File: src/rtl/battle_pkg.sv
// Shared types and helpers for the naval-battle board controller.
//   state_t  : FSM state codes (SETUP=0, PLAY=1, OVER=2)
//   idx      : row/column to flat cell index (r*cols + c)
//   popcount : number of set bits in a board vector, zero-extended to MAX_CELLS
package battle_pkg;

  typedef enum logic [1:0] {
    SETUP = 2'd0,
    PLAY  = 2'd1,
    OVER  = 2'd2
  } state_t;

  // Largest board the popcount helper covers; boards are zero-extended to this.
  localparam int MAX_CELLS = 256;
  localparam int POP_W     = 9;

  function automatic int idx(input int r, input int c, input int cols);
    return r * cols + c;
  endfunction

  function automatic logic [POP_W-1:0] popcount(input logic [MAX_CELLS-1:0] v);
    logic [POP_W-1:0] n;
    n = '0;
    for (int i = 0; i < MAX_CELLS; i++) n = n + POP_W'(v[i]);
    return n;
  endfunction

endpackage

File: src/rtl/battle_btn_edge.sv
// Push-button qualifier: two-flop synchroniser followed by a falling-edge
// detector. A held button yields exactly one o_press pulse; no debounce here.
// Ports:
//   clk      in  system clock
//   rst_n    in  asynchronous active-low reset (flops preset to "released")
//   i_btn_n  in  raw active-low button, asynchronous to clk
//   o_press  out one-cycle pulse, three clk edges after the press reaches the pin
module battle_btn_edge (
  input  logic clk,
  input  logic rst_n,
  input  logic i_btn_n,
  output logic o_press
);

  logic r_sync_p0;
  logic r_sync_p1;
  logic r_sync_p2;
  logic r_press_p3;

  always_ff @(posedge clk or negedge rst_n) begin
    if (!rst_n) begin
      r_sync_p0  <= 1'b1;
      r_sync_p1  <= 1'b1;
      r_sync_p2  <= 1'b1;
      r_press_p3 <= 1'b0;
    end else begin
      // p0/p1: metastability synchroniser
      r_sync_p0  <= i_btn_n;
      r_sync_p1  <= r_sync_p0;
      // p2: previous synchronised level for edge detection
      r_sync_p2  <= r_sync_p1;
      // p3: registered high-to-low transition
      r_press_p3 <= r_sync_p2 & ~r_sync_p1;
    end
  end

  assign o_press = r_press_p3;

endmodule

File: src/rtl/battle_board_ctrl.sv
// Naval-battle game-board controller: holds the ship-position and attack
// matrices, runs the SETUP/PLAY/OVER game flow, judges shots, counts hits and
// shots, flashes the RGB indicator and scans the LED matrix column by column.
// Ports:
//   clk, clr             clock, asynchronous active-low reset
//   button_confirmation  raw active-low confirm button
//   restart              in OVER, returns to SETUP
//   board_in             ship layout, bit r*COLS+c = cell (r,c)
//   at_row, at_col       shot coordinates
//   view_sel             LED view: 0 = ships, 1 = attacks
//   m_col, m_line        one-hot column drive and its line data
//   rgb_r, rgb_g         hit / miss flash
//   hits, shots          game counters
//   invalid              one-cycle pulse on a rejected confirm
//   state_out, game_over FSM state code and OVER flag
module battle_board_ctrl
  import battle_pkg::*;
#(
  parameter int ROWS         = 7,
  parameter int COLS         = 5,
  parameter int SCAN_DIV     = 50000,
  parameter int FLASH_CYCLES = 25000000,
  localparam int CW          = $clog2(ROWS*COLS+1)
) (
  input  logic                     clk,
  input  logic                     clr,
  input  logic                     button_confirmation,
  input  logic                     restart,
  input  logic [ROWS*COLS-1:0]     board_in,
  input  logic [$clog2(ROWS)-1:0]  at_row,
  input  logic [$clog2(COLS)-1:0]  at_col,
  input  logic                     view_sel,
  output logic [COLS-1:0]          m_col,
  output logic [ROWS-1:0]          m_line,
  output logic                     rgb_r,
  output logic                     rgb_g,
  output logic [CW-1:0]            hits,
  output logic [CW-1:0]            shots,
  output logic                     invalid,
  output logic [1:0]               state_out,
  output logic                     game_over
);

  localparam int NC  = ROWS * COLS;
  localparam int IW  = $clog2(NC);
  localparam int CLW = $clog2(COLS);
  localparam int PW  = $clog2(SCAN_DIV + 1);
  localparam int FW  = $clog2(FLASH_CYCLES + 1);

  logic            w_press;
  state_t          r_state;
  state_t          w_state_nxt;
  logic [NC-1:0]   r_pos;
  logic [NC-1:0]   r_attack;
  logic [CW-1:0]   r_hits;
  logic [CW-1:0]   r_shots;
  logic [CW-1:0]   r_ship_total;
  logic            r_rgb_r;
  logic            r_rgb_g;
  logic            r_invalid;
  logic [FW-1:0]   r_flash;
  logic [PW-1:0]   r_presc;
  logic [CLW-1:0]  r_col;
  logic [COLS-1:0] r_mcol;
  logic [ROWS-1:0] r_mline;

  logic            w_in_range;
  logic [IW-1:0]   w_cell;
  logic            w_setup_ok;
  logic            w_shot_ok;
  logic            w_hit;
  logic            w_reject;
  logic [CW-1:0]   w_board_pop;
  logic [CW-1:0]   w_hits_inc;
  logic [CLW-1:0]  w_col_nxt;
  logic [ROWS-1:0] w_line_nxt;
  logic [NC-1:0]   w_view;
  logic [COLS-1:0] w_one;

  battle_btn_edge u_btn (
    .clk     (clk),
    .rst_n   (clr),
    .i_btn_n (button_confirmation),
    .o_press (w_press)
  );

  // ---- Shot decode ----
  assign w_board_pop = CW'(popcount(MAX_CELLS'(board_in)));
  assign w_in_range  = (int'(at_row) < ROWS) && (int'(at_col) < COLS);
  // Out-of-range coordinates are parked on cell 0 so the matrix index stays legal;
  // w_in_range already vetoes such a shot.
  assign w_cell      = w_in_range ? IW'(idx(int'(at_row), int'(at_col), COLS)) : '0;
  assign w_hits_inc  = r_hits + CW'(1);
  assign w_hit       = w_shot_ok & r_pos[w_cell];

  always_comb begin
    w_state_nxt = r_state;
    w_setup_ok  = 1'b0;
    w_shot_ok   = 1'b0;
    w_reject    = 1'b0;
    case (r_state)
      SETUP: begin
        if (w_press) begin
          if (w_board_pop == '0) begin
            w_reject = 1'b1;
          end else begin
            w_setup_ok  = 1'b1;
            w_state_nxt = PLAY;
          end
        end
      end
      PLAY: begin
        if (w_press) begin
          if (!w_in_range || r_attack[w_cell]) begin
            w_reject = 1'b1;
          end else begin
            w_shot_ok = 1'b1;
            // Game ends on the edge that records the last ship hit.
            if (r_pos[w_cell] && (w_hits_inc == r_ship_total)) w_state_nxt = OVER;
          end
        end
      end
      OVER: begin
        if (restart) w_state_nxt = SETUP;
      end
      default: w_state_nxt = SETUP;
    endcase
  end

  always_ff @(posedge clk or negedge clr) begin
    if (!clr) r_state <= SETUP;
    else      r_state <= w_state_nxt;
  end

  // ---- Board state and counters ----
  always_ff @(posedge clk or negedge clr) begin
    if (!clr) begin
      r_pos        <= '0;
      r_attack     <= '0;
      r_hits       <= '0;
      r_shots      <= '0;
      r_ship_total <= '0;
      r_invalid    <= 1'b0;
    end else begin
      r_invalid <= w_reject;
      if (w_setup_ok) begin
        r_pos        <= board_in;
        r_ship_total <= w_board_pop;
        r_attack     <= '0;
        r_hits       <= '0;
        r_shots      <= '0;
      end else if (w_shot_ok) begin
        r_attack[w_cell] <= 1'b1;
        r_shots          <= r_shots + CW'(1);
        if (w_hit) r_hits <= w_hits_inc;
      end
    end
  end

  // ---- RGB flash ----
  always_ff @(posedge clk or negedge clr) begin
    if (!clr) begin
      r_flash <= '0;
      r_rgb_r <= 1'b0;
      r_rgb_g <= 1'b0;
    end else if (w_shot_ok) begin
      r_flash <= FW'(FLASH_CYCLES);
      r_rgb_r <= w_hit;
      r_rgb_g <= ~w_hit;
    end else if (r_flash != '0) begin
      r_flash <= r_flash - FW'(1);
      if (r_flash == FW'(1)) begin
        r_rgb_r <= 1'b0;
        r_rgb_g <= 1'b0;
      end
    end
  end

  // ---- LED matrix scan ----
  assign w_one     = {{(COLS-1){1'b0}}, 1'b1};
  assign w_view    = view_sel ? r_attack : r_pos;
  assign w_col_nxt = (int'(r_col) == COLS-1) ? '0 : r_col + CLW'(1);

  // Line data is taken for the column about to be shown so that m_col and
  // m_line always switch together.
  always_comb begin
    w_line_nxt = '0;
    for (int r = 0; r < ROWS; r++) begin
      w_line_nxt[r] = w_view[IW'(idx(r, int'(w_col_nxt), COLS))];
    end
  end

  always_ff @(posedge clk or negedge clr) begin
    if (!clr) begin
      r_presc <= '0;
      r_col   <= '0;
      r_mcol  <= w_one;
      r_mline <= '0;
    end else if (r_presc == PW'(SCAN_DIV - 1)) begin
      r_presc <= '0;
      r_col   <= w_col_nxt;
      r_mcol  <= w_one << w_col_nxt;
      r_mline <= w_line_nxt;
    end else begin
      r_presc <= r_presc + PW'(1);
    end
  end

  assign m_col     = r_mcol;
  assign m_line    = r_mline;
  assign rgb_r     = r_rgb_r;
  assign rgb_g     = r_rgb_g;
  assign hits      = r_hits;
  assign shots     = r_shots;
  assign invalid   = r_invalid;
  assign state_out = r_state;
  assign game_over = (r_state == OVER);

endmodule

File: config.mk
export PLATFORM = sky130hd
export DESIGN_NAME = battle_board_ctrl
export DESIGN_NICKNAME = d
export VERILOG_FILES = /design/src/rtl/battle_pkg.sv /design/src/rtl/battle_btn_edge.sv /design/src/rtl/battle_board_ctrl.sv
export SDC_FILE = /design/constraint.sdc
export NUM_CORES = 1
export LEC_CHECK = 0
export CAP_MARGIN = 40
export CORE_MARGIN = 1
export CORE_UTILIZATION = 55
export CTS_BUF_LIST = sky130_fd_sc_hd__clkbuf_8
export CTS_CLUSTER_SIZE = 40
export DETAILED_ROUTE_END_ITERATION = 8
export HOLD_SLACK_MARGIN = 0.12
export PLACE_DENSITY = 0.86
export SLEW_MARGIN = 20
export SYNTH_ARGS = -nofsm -noshare
export SYNTH_HDL_FRONTEND = slang
export SYNTH_HIERARCHICAL = 1
export SYNTH_SLANG_ARGS = --single-unit
File: constraint.sdc
create_clock -name clk -period 5.4 [get_ports clk]
set_input_delay 1.62 -clock clk [delete_from_list [all_inputs] [get_ports clk]]
set_output_delay 1.62 -clock clk [all_outputs]
set_load 0.05 [all_outputs]
==> summary.md, run 1 <==
| Metric | Value |
|---|---|
| Final hold viol count | 0 |
| DRC viols | 0 |
| Count leader, synth | nand2_1 |
| CP max FO | 3 |
| Synth-to-Final Area Change | 27.3% |
| Syn nets | between 1000 and 1500 |
| Final #Nets | about 1200 |
| Seq cells post-synth | about 150 |
| Die height | roughly 130 um |
| Setup WS post-layout | -1010 ps |
| Seq/Total Area, Yosys | between 30% and 40% |
| Hold path start | u_btn/r_sync_p0 |
| Synthesis Warnings | 6 |
| FFs w/ async S/R, synth | 100% |
| Synth cell count leaders | nand2_1 (162), dfrtp_1 (149), nor2_1 (84), inv_1 (50), mux4_2 (47) |
| GRT Overall Usage | 31.8% |
| Area fraction of the dominant cell type after synthesis | about two fifths |
| Synth Area in Simple Gates | around 18% |
| PwrDens | around 460 nW/um^2 |
| CP endpoint kind | register |
| Crit path kind | input pin to register |
| Failing checks | negative setup slack |
| Drt first pass iters | 5 |
| DIE AREA | 18200 um^2 |
| Share of cells above drive strength 1 | 28.0% |
| Least-Margin Pin Slew | around 1000 ps |
| Number of global-route vias before repair | 8644 |
| Critical path startpoint | board_in[17] |
| Post-synth top flop | dfrtp_1 |
| CTS Sinks | about 150 |
| Status | finished, violations left |
| Max Freq | between 150 and 200 MHz |
| Antenna-violating nets left | 0 |
| Die W | 135 um |
| # setup viols final | 91 |
| I/O pins | between 70 and 80 |
| Netlist Area Pre-Place | between 9000 and 10000 um^2 |
| Clock Tree Buf Depth | 2 |
| 1st-iter DRT viols | 890 |
| IO buf count | 75 |
| Met3 WL post-DR | 2980 um |
| Worst R2R End | m_line[3] |
| WP data required | roughly 5800 ps |
| Syn Inst Count | roughly 970 |
| Initial antenna violation count | 0 |
| Setup total negative slack | -67430 ps |
| Top routing layer used | met4 |
| Hold Crit Class | register to register |
| Wire length on met2 | 14500 um |
| Slack of the worst reg-to-reg path | between 1500 and 2000 ps |
| Antenna diodes | 0 |
| Leak | between 5 and 6 nW |
| Initial Utilization | 56.2% |
| Peak supply drop | about 0.00049 V |
| Clock Skew | 14.5 ps |
| Root Driver | clkbuf_8 |
| Synth area leaders | dfrtp_1 (38%), mux4_2 (11%), nand2_1 (6.3%) |
| CTS tree | done |
| Worst skew pair latency | between 400 and 500 ps |
| Startpoint types | input pin |
| H-tree depth | 4 |
| Post-synthesis mux area share | between 10% and 20% |
| Post-route clock period utilization | 119% |
| Post-synth EDFFs | 0 |
| Largest net degree at the start of global routing | between 80 and 90 |
| Synth area leader | dfrtp_1 |
| FP Rows | 48 |
| DRT met1 WL | 10500 um |
| Unrepaired setup endpoints after global routing | yes |
| Reg2reg path depth | 9 |
| Fin crit period | roughly 6400 ps |
| WP data arrival | just under 7000 ps |
| Post-synthesis compound-gate area fraction | around a tenth |
| Total Power | between 0.005 and 0.006 W |
| DRT Wirelength | between 20000 and 30000 um |
| GR Overflow Total | 0 |
| Syn_area_per_cell | between 10 and 15 um^2 |
| Worst hold path endpoint | u_btn/r_sync_p1 |
| Cts bufs inserted | 17 |
| Core area | 17300 um^2 |
| Xor and xnor area share after synthesis | approximately 4.7% |
| Via Count | roughly 9000 |
| Clock-pin slew on the worst setup and hold paths | 80 ps |
| Hold depth | 0 |
| Routed length per instance | 21.9 um |
| RR Startpoint | r_col[0] |
| Detailed-route vias per instance | around 6.5 |
| Max-cap viol count | 0 |
| Slew Limit Fails | 0 |
| Placer Congestion | 0.964 |
| Library cells used by synthesis | 72 |
| DP HPWL | 19000 um |
| Post-synthesis adder-cell area fraction | 9.67% |
| Largest family of logic cells by synthesized area | simple AND/OR/NAND/NOR gates |
| First-pass GRT wire length | around 44000 um |
| Worst slew margin | ~34% |
## worst max-delay path by stage
stage / to / slack [ps] / depth (start not counted)
detailed placement: state_out[1] / -1760 / 19
global route: state_out[1] / -1140 / 20
global placement: state_out[1] / -1630 / 19
CTS: state_out[1] / -880 / 20
finish: state_out[1] / -1010 / 20
floorplan: state_out[1] / -1070 / 19
## routing by layer
| layer | vias to the layer above | track usage (%) |
|---|---|---|
| met5 | - | 0 |
| met4 | 0 | 15.2 |
| met3 | 171 | 7.47 |
| met2 | 616 | 53.4 |
| met1 | 4283 | 38.7 |
| li1 | 3733 | - |
## kinds of logic (layout without fill, tap and decap cells)
logic type,after synthesis,in the layout
compound gates,150,150
xor+xnor,52,52
fa+ha+maj,59,59
buf+inv,104,268
flops,153,153
mux,74,74
simple gates,376,378
## critical path, stage by stage
cell	delay (ps)
buf_6	100
fa_1	550
inv_2	50
fa_1	540
inv_2	50
fa_1	500
inv_2	40
fa_2	520
fa_1	450
fa_1	510
inv_2	40
fa_2	360
a21o_1	230
a21oi_2	160
nand3_2	100
mux2_4	300
o22ai_4	130
nor4_2	70
and3_1	220
o22a_1	200
## registers in the layout, indices dropped and copies added (netlist names), 2 cells and up
signal / count
m_line: 7
hits: 6
r_ship_total: 6
r_col: 3
shots: 6
r_presc: 16
state_out: 2
m_col: 5
r_attack: 35
r_flash: 25
r_pos: 35
## repair_timing
action,4_1_cts,5_1_grt
hold buffers,0,0
cloned,5,4
endpoints found under the setup margin,91,91
endpoints found under the hold margin,0,0
gates resized for setup,59,132
buffers inserted,9,7
pin swaps,20,27
## layout make-up
type,instances,area (um^2)
clock inverters,14,144
fillers,1096,4910
multi-input cells,713,5830
well taps,225,282
clock buffers,18,248
inverters,51,191
repair buffers,185,1850
flip-flops and latches,153,3830
## through the flow
stage / cell area [um^2] / cells / hold slack, ps / setup WS [ps] / util (%)
final: 12400 / 1359 / 359 / -1010 / 71.6
after global routing: 12400 / 1359 / 356 / -1140 / 71.6
after CTS: 11900 / 1347 / 360 / -885 / 69.0
after detailed placement: 11300 / 1301 / 354 / -1760 / 65.3
after global placement: 11300 / 1301 / 346 / -1630 / 65.3
after floorplan: 9850 / 968 / 345 / -1070 / -
## placed cells by master, fill, tap and decap left out, types with 5 or more instances in the layout
| cell type | synthesis | routed |
|---|---|---|
| a211oi_1 | 6 | 6 |
| a21o_1 | 6 | 6 |
| a21oi_1 | 16 | 12 |
| a31oi_1 | 39 | 39 |
| and2_1 | 6 | 5 |
| and3_1 | 9 | 9 |
| buf_12 | 0 | 7 |
| buf_16 | 0 | 5 |
| buf_4 | 1 | 76 |
| buf_6 | 1 | 19 |
| clkbuf_8 | 0 | 18 |
| clkdlybuf4s50_1 | 0 | 59 |
| dfrtp_1 | 149 | 149 |
| fa_1 | 27 | 25 |
| ha_1 | 32 | 32 |
| inv_1 | 50 | 50 |
| inv_2 | 0 | 6 |
| mux2_2 | 12 | 11 |
| mux2i_1 | 15 | 15 |
| mux4_2 | 47 | 47 |
| nand2_1 | 162 | 133 |
| nand2_2 | 0 | 25 |
| nand2b_1 | 7 | 7 |
| nand3_1 | 30 | 26 |
| nand4_1 | 7 | 7 |
| nor2_1 | 84 | 53 |
| nor2_2 | 0 | 21 |
| nor2_4 | 0 | 10 |
| nor2b_1 | 10 | 10 |
| nor3_1 | 20 | 20 |
| nor3b_1 | 5 | 5 |
| nor4_1 | 7 | 5 |
| o21ai_0 | 39 | 19 |
| o21ai_1 | 3 | 14 |
| o21ai_2 | 0 | 9 |
| o22ai_1 | 7 | 6 |
| xnor2_1 | 25 | 25 |
| xor2_1 | 27 | 27 |
## report_power, final
| part | internal, W | switching [W] |
|---|---|---|
| logic | 0.00149 | 0.00162 |
| clock network | 0.000458 | 0.000430 |
| registers | 0.00139 | 0.000353 |
(Power assumes the default switching activity.)
==> inputs of run 2 (changes only) <==
--- a/config.mk
+++ b/config.mk
@@ -5,7 +5,6 @@
 export SDC_FILE = /design/constraint.sdc
 export NUM_CORES = 1
 export LEC_CHECK = 0
-export CAP_MARGIN = 40
 export CORE_MARGIN = 1
 export CORE_UTILIZATION = 55
 export CTS_BUF_LIST = sky130_fd_sc_hd__clkbuf_8
==> run 2 against run 1 <==
  * The run still ends with negative setup slack left
  * Core utilization fell by 0.29 points
  * Worst hold slack got worse by 0.67 ps
  * Clock skew rose by 2.5 ps
  * Critical path type unchanged
  * Clock power barely moved
  * Critical path depth did not move
  * Global-route usage did not move
  * Die area did not move
  * Count of clock-buffer cells in the layout did not move
  * Register-to-register slack barely moved
  * Final cell count fell by 0.22%
  * Via count rose by 0.30%
==> summary.md, run 2 (same netlist as run 1, synthesis figures left out) <==
| Metric | Value |
|---|---|
| # setup viols final | 91 (unchanged) |
| Root Driver | clkbuf_8 |
| GRT Overall Usage | 31.8% (unchanged) |
| IO buf count | 75 (unchanged) |
| Post-cts hold buffer count | 0 (unchanged) |
| CP dominant cell by count | fa_1 |
| CP max stage cell | fa_1 |
| Fin crit period | 6410 ps (+7.09 ps) |
| Dpl cells | 1301 (unchanged) |
| Commonest non-fill, non-tap cell in the layout | dfrtp_1 |
| Number of global-route vias before repair | 8644 (unchanged) |
| GR Overflow Total | 0 (unchanged) |
| # fillers | 1110 (+1.3%) |
| Leak | 5.52 nW (-0.45%) |
| DP HPWL | 19000 um (unchanged) |
| Initial antenna violation count | 0 (unchanged) |
| First-pass GRT wire length | 44100 um (unchanged) |
| RR Startpoint | r_col[0] |
| Die W | 135 um (unchanged) |
| GR peak layer | met2 |
| DRT Wirelength | 29700 um (about the same) |
| Detailed-route vias per instance | 6.51 (+0.52%) |
| Post-Layout Cell Count | 1356 (-0.22%) |
| Clock-pin slew on the worst setup and hold paths | 80 ps (about the same) |
| Status | finished, violations left |
| CP max FO | 3 (unchanged) |
| Startpoint types | input pin |
| Reg2reg path depth | 9 (unchanged) |
| WP data required | 5740 ps (about the same) |
| Largest registers | r_attack: 35 flops, r_pos: 35 flops, r_flash: 25 flops |
| Final #Nets | 1223 (-0.24%) |
| Clock Tree Buf Depth | 2 (unchanged) |
| Placer Congestion | 0.964 (unchanged) |
| I/O pins | 76 (unchanged) |
| Total Power | 0.00575 W (+0.11%) |
| Worst hold path endpoint | u_btn/r_sync_p1 |
| Drt first pass iters | 6 (+1) |
| Largest net degree at the start of global routing | 83 (unchanged) |
| Synth-to-Final Area Change | 26.8% |
| CP endpoint kind | register |
| Post-route clock period utilization | 119% (+0.13 points) |
| Core area | 17300 um^2 (unchanged) |
| Slack of the worst reg-to-reg path | 1840 ps (about the same) |
| Setup WS post-layout | -1010 ps (-7.09 ps) |
| Antenna diodes | 0 (unchanged) |
| DIE AREA | 18200 um^2 (unchanged) |
| WP data arrival | 6760 ps (about the same) |
| Hold depth | 0 (unchanged) |
| Clock Skew | 17.0 ps (+2.52 ps) |
| Slew Limit Fails | 0 (unchanged) |
| Critical Path Max Stage Delay | 550 ps (about the same) |
| Initial Utilization | 56.2% (unchanged) |
| Worst R2R End | m_line[3] |
| Peak supply drop | 0.000486 V (about the same) |
| CTS Sinks | 153 (unchanged) |
| Share of cells above drive strength 1 | 27.8% (-0.19 points) |
| Unrepaired setup endpoints after global routing | yes |
| Met3 Usage GRT | 7.47% (unchanged) |
| FP Rows | 48 (unchanged) |
| CTS tree | done |
| Crit-path cells | buf_6 > fa_1 > inv_2 > fa_1 > inv_2 > fa_1 > inv_2 > fa_2 > fa_1 > fa_1 > inv_2 > fa_2 > a21o_1 > a21oi_2 > nand3_2 > mux2_4 > o22ai_4 > nor4_2 > and3_1 > o22a_1 |
| Hold path start | u_btn/r_sync_p0 |
| Register area | 3830 um^2 (unchanged) |
| Crit path kind | input pin to register |
| Final hold viol count | 0 (unchanged) |
| Via Count | 8829 (+0.30%) |
| GRT met2 Usage | 53.4% (unchanged) |
| Max-cap viol count | 0 (unchanged) |
| Cts bufs inserted | 17 (unchanged) |
| Least-Margin Pin Slew | 1010 ps (+14.5 ps) |
| DRC viols | 0 (unchanged) |
| H-tree depth | 4 (unchanged) |
| Worst skew pair latency | 470 ps (about the same) |
| Max Freq | 156 MHz (-0.11%) |
| Worst slew margin | 32.7% (-0.97 points) |
| M1 GR Usage | 38.7% (unchanged) |
| Die height | 135 um (unchanged) |
| PwrDens | 466 nW/um^2 (+0.52%) |
| 1st-iter DRT viols | 1111 (+25%) |
| Footprint of the multi-input gates | 5830 um^2 (unchanged) |
| Hold Crit Class | register to register |
| WHS | 358 ps (-0.669 ps) |
| Antenna-violating nets left | 0 (unchanged) |
| Routed length per instance | 21.9 um (+0.15%) |
| Most frequent cells in the layout | dfrtp_1 (149), nand2_1 (133), buf_4 (76), clkdlybuf4s50_1 (59), nor2_1 (53) |
| Failing checks | negative setup slack |
-- run 2: repair_timing --
item	4_1_cts	5_1_grt
setup endpoints to repair	91	91
cloned	5	4
gates resized for setup	59	132
buffers inserted	9	7
endpoints found under the hold margin	0	0
pin swaps	20	27
-- run 2: area by class of cell --
| class | instances | share of cell area, % |
|---|---|---|
| Clock buffer | 18 | 2.01 |
| Clock inverter | 14 | 1.17 |
| Inverter | 51 | 1.55 |
| Multi-Input combinational cell | 713 | 47.3 |
| Sequential cell | 153 | 31.1 |
| Tap cell | 225 | 2.28 |
| Timing Repair Buffer | 182 | 14.6 |
-- run 2: worst max-delay path: cells and delay by family --
family                   cells  cell delay (ps)
multiplexers                 1              300
adder cells (fa/ha/maj)      7             3430
buffers and inverters        5              280
AO/OA/AOI/OAI                4              720
AND/OR/NAND/NOR              3              390
-- run 2: metal layers --
metal | part of all wire (%) | routed length (um) | vias up
li1 | - | - | 3727
met1 | 36 | 10600 | 4350
met2 | 50 | 14700 | 591
met3 | 9.6 | 2850 | 161
met4 | 5.0 | 1490 | 0
met5 | 0 | 0 | -
-- run 2: power by group --
| part | internal [W] | switching [W] |
|---|---|---|
| Clock | 0.000458 | 0.000433 |
| Sequential | 0.00139 | 0.000356 |
| Combinational | 0.00149 | 0.00162 |
| Total | 0.00334 | 0.00241 |
-- run 2: worst max-delay path by stage --
stage / from / endpoint / cells after the start
detailed placement: board_in[17] / state_out[1] / 19
CTS: board_in[23] / state_out[1] / 20
global route: board_in[17] / state_out[1] / 20
finish: board_in[17] / state_out[1] / 20
floorplan: board_in[17] / state_out[1] / 19
global placement: board_in[17] / state_out[1] / 19
-- run 2: stage by stage --
| stage | setup slack (ps) | instance area (um^2) | setup TNS (ps) | utilization [%] |
|---|---|---|---|---|
| 6_report | -1010 | 12300 | -67460 | 71.3 |
| 5_1_grt | -1140 | 12300 | -79660 | 71.3 |
| 4_1_cts | -885 | 11900 | -66390 | 69.0 |
| 3_5_place_dp | -1760 | 11300 | -130670 | 65.3 |
| 3_3_place_gp | -1630 | 11300 | -121070 | 65.3 |
| 2_1_floorplan | -1070 | 9850 | -67610 | - |
==> inputs of run 3 (changes only) <==
--- a/config.mk
+++ b/config.mk
@@ -8,7 +8,6 @@
 export CORE_MARGIN = 1
 export CORE_UTILIZATION = 55
 export CTS_BUF_LIST = sky130_fd_sc_hd__clkbuf_8
-export CTS_CLUSTER_SIZE = 40
 export DETAILED_ROUTE_END_ITERATION = 8
 export HOLD_SLACK_MARGIN = 0.12
 export PLACE_DENSITY = 0.86
==> results of run 3 <==
No change in the layout: final DEF, timing and power equal those of run 2.
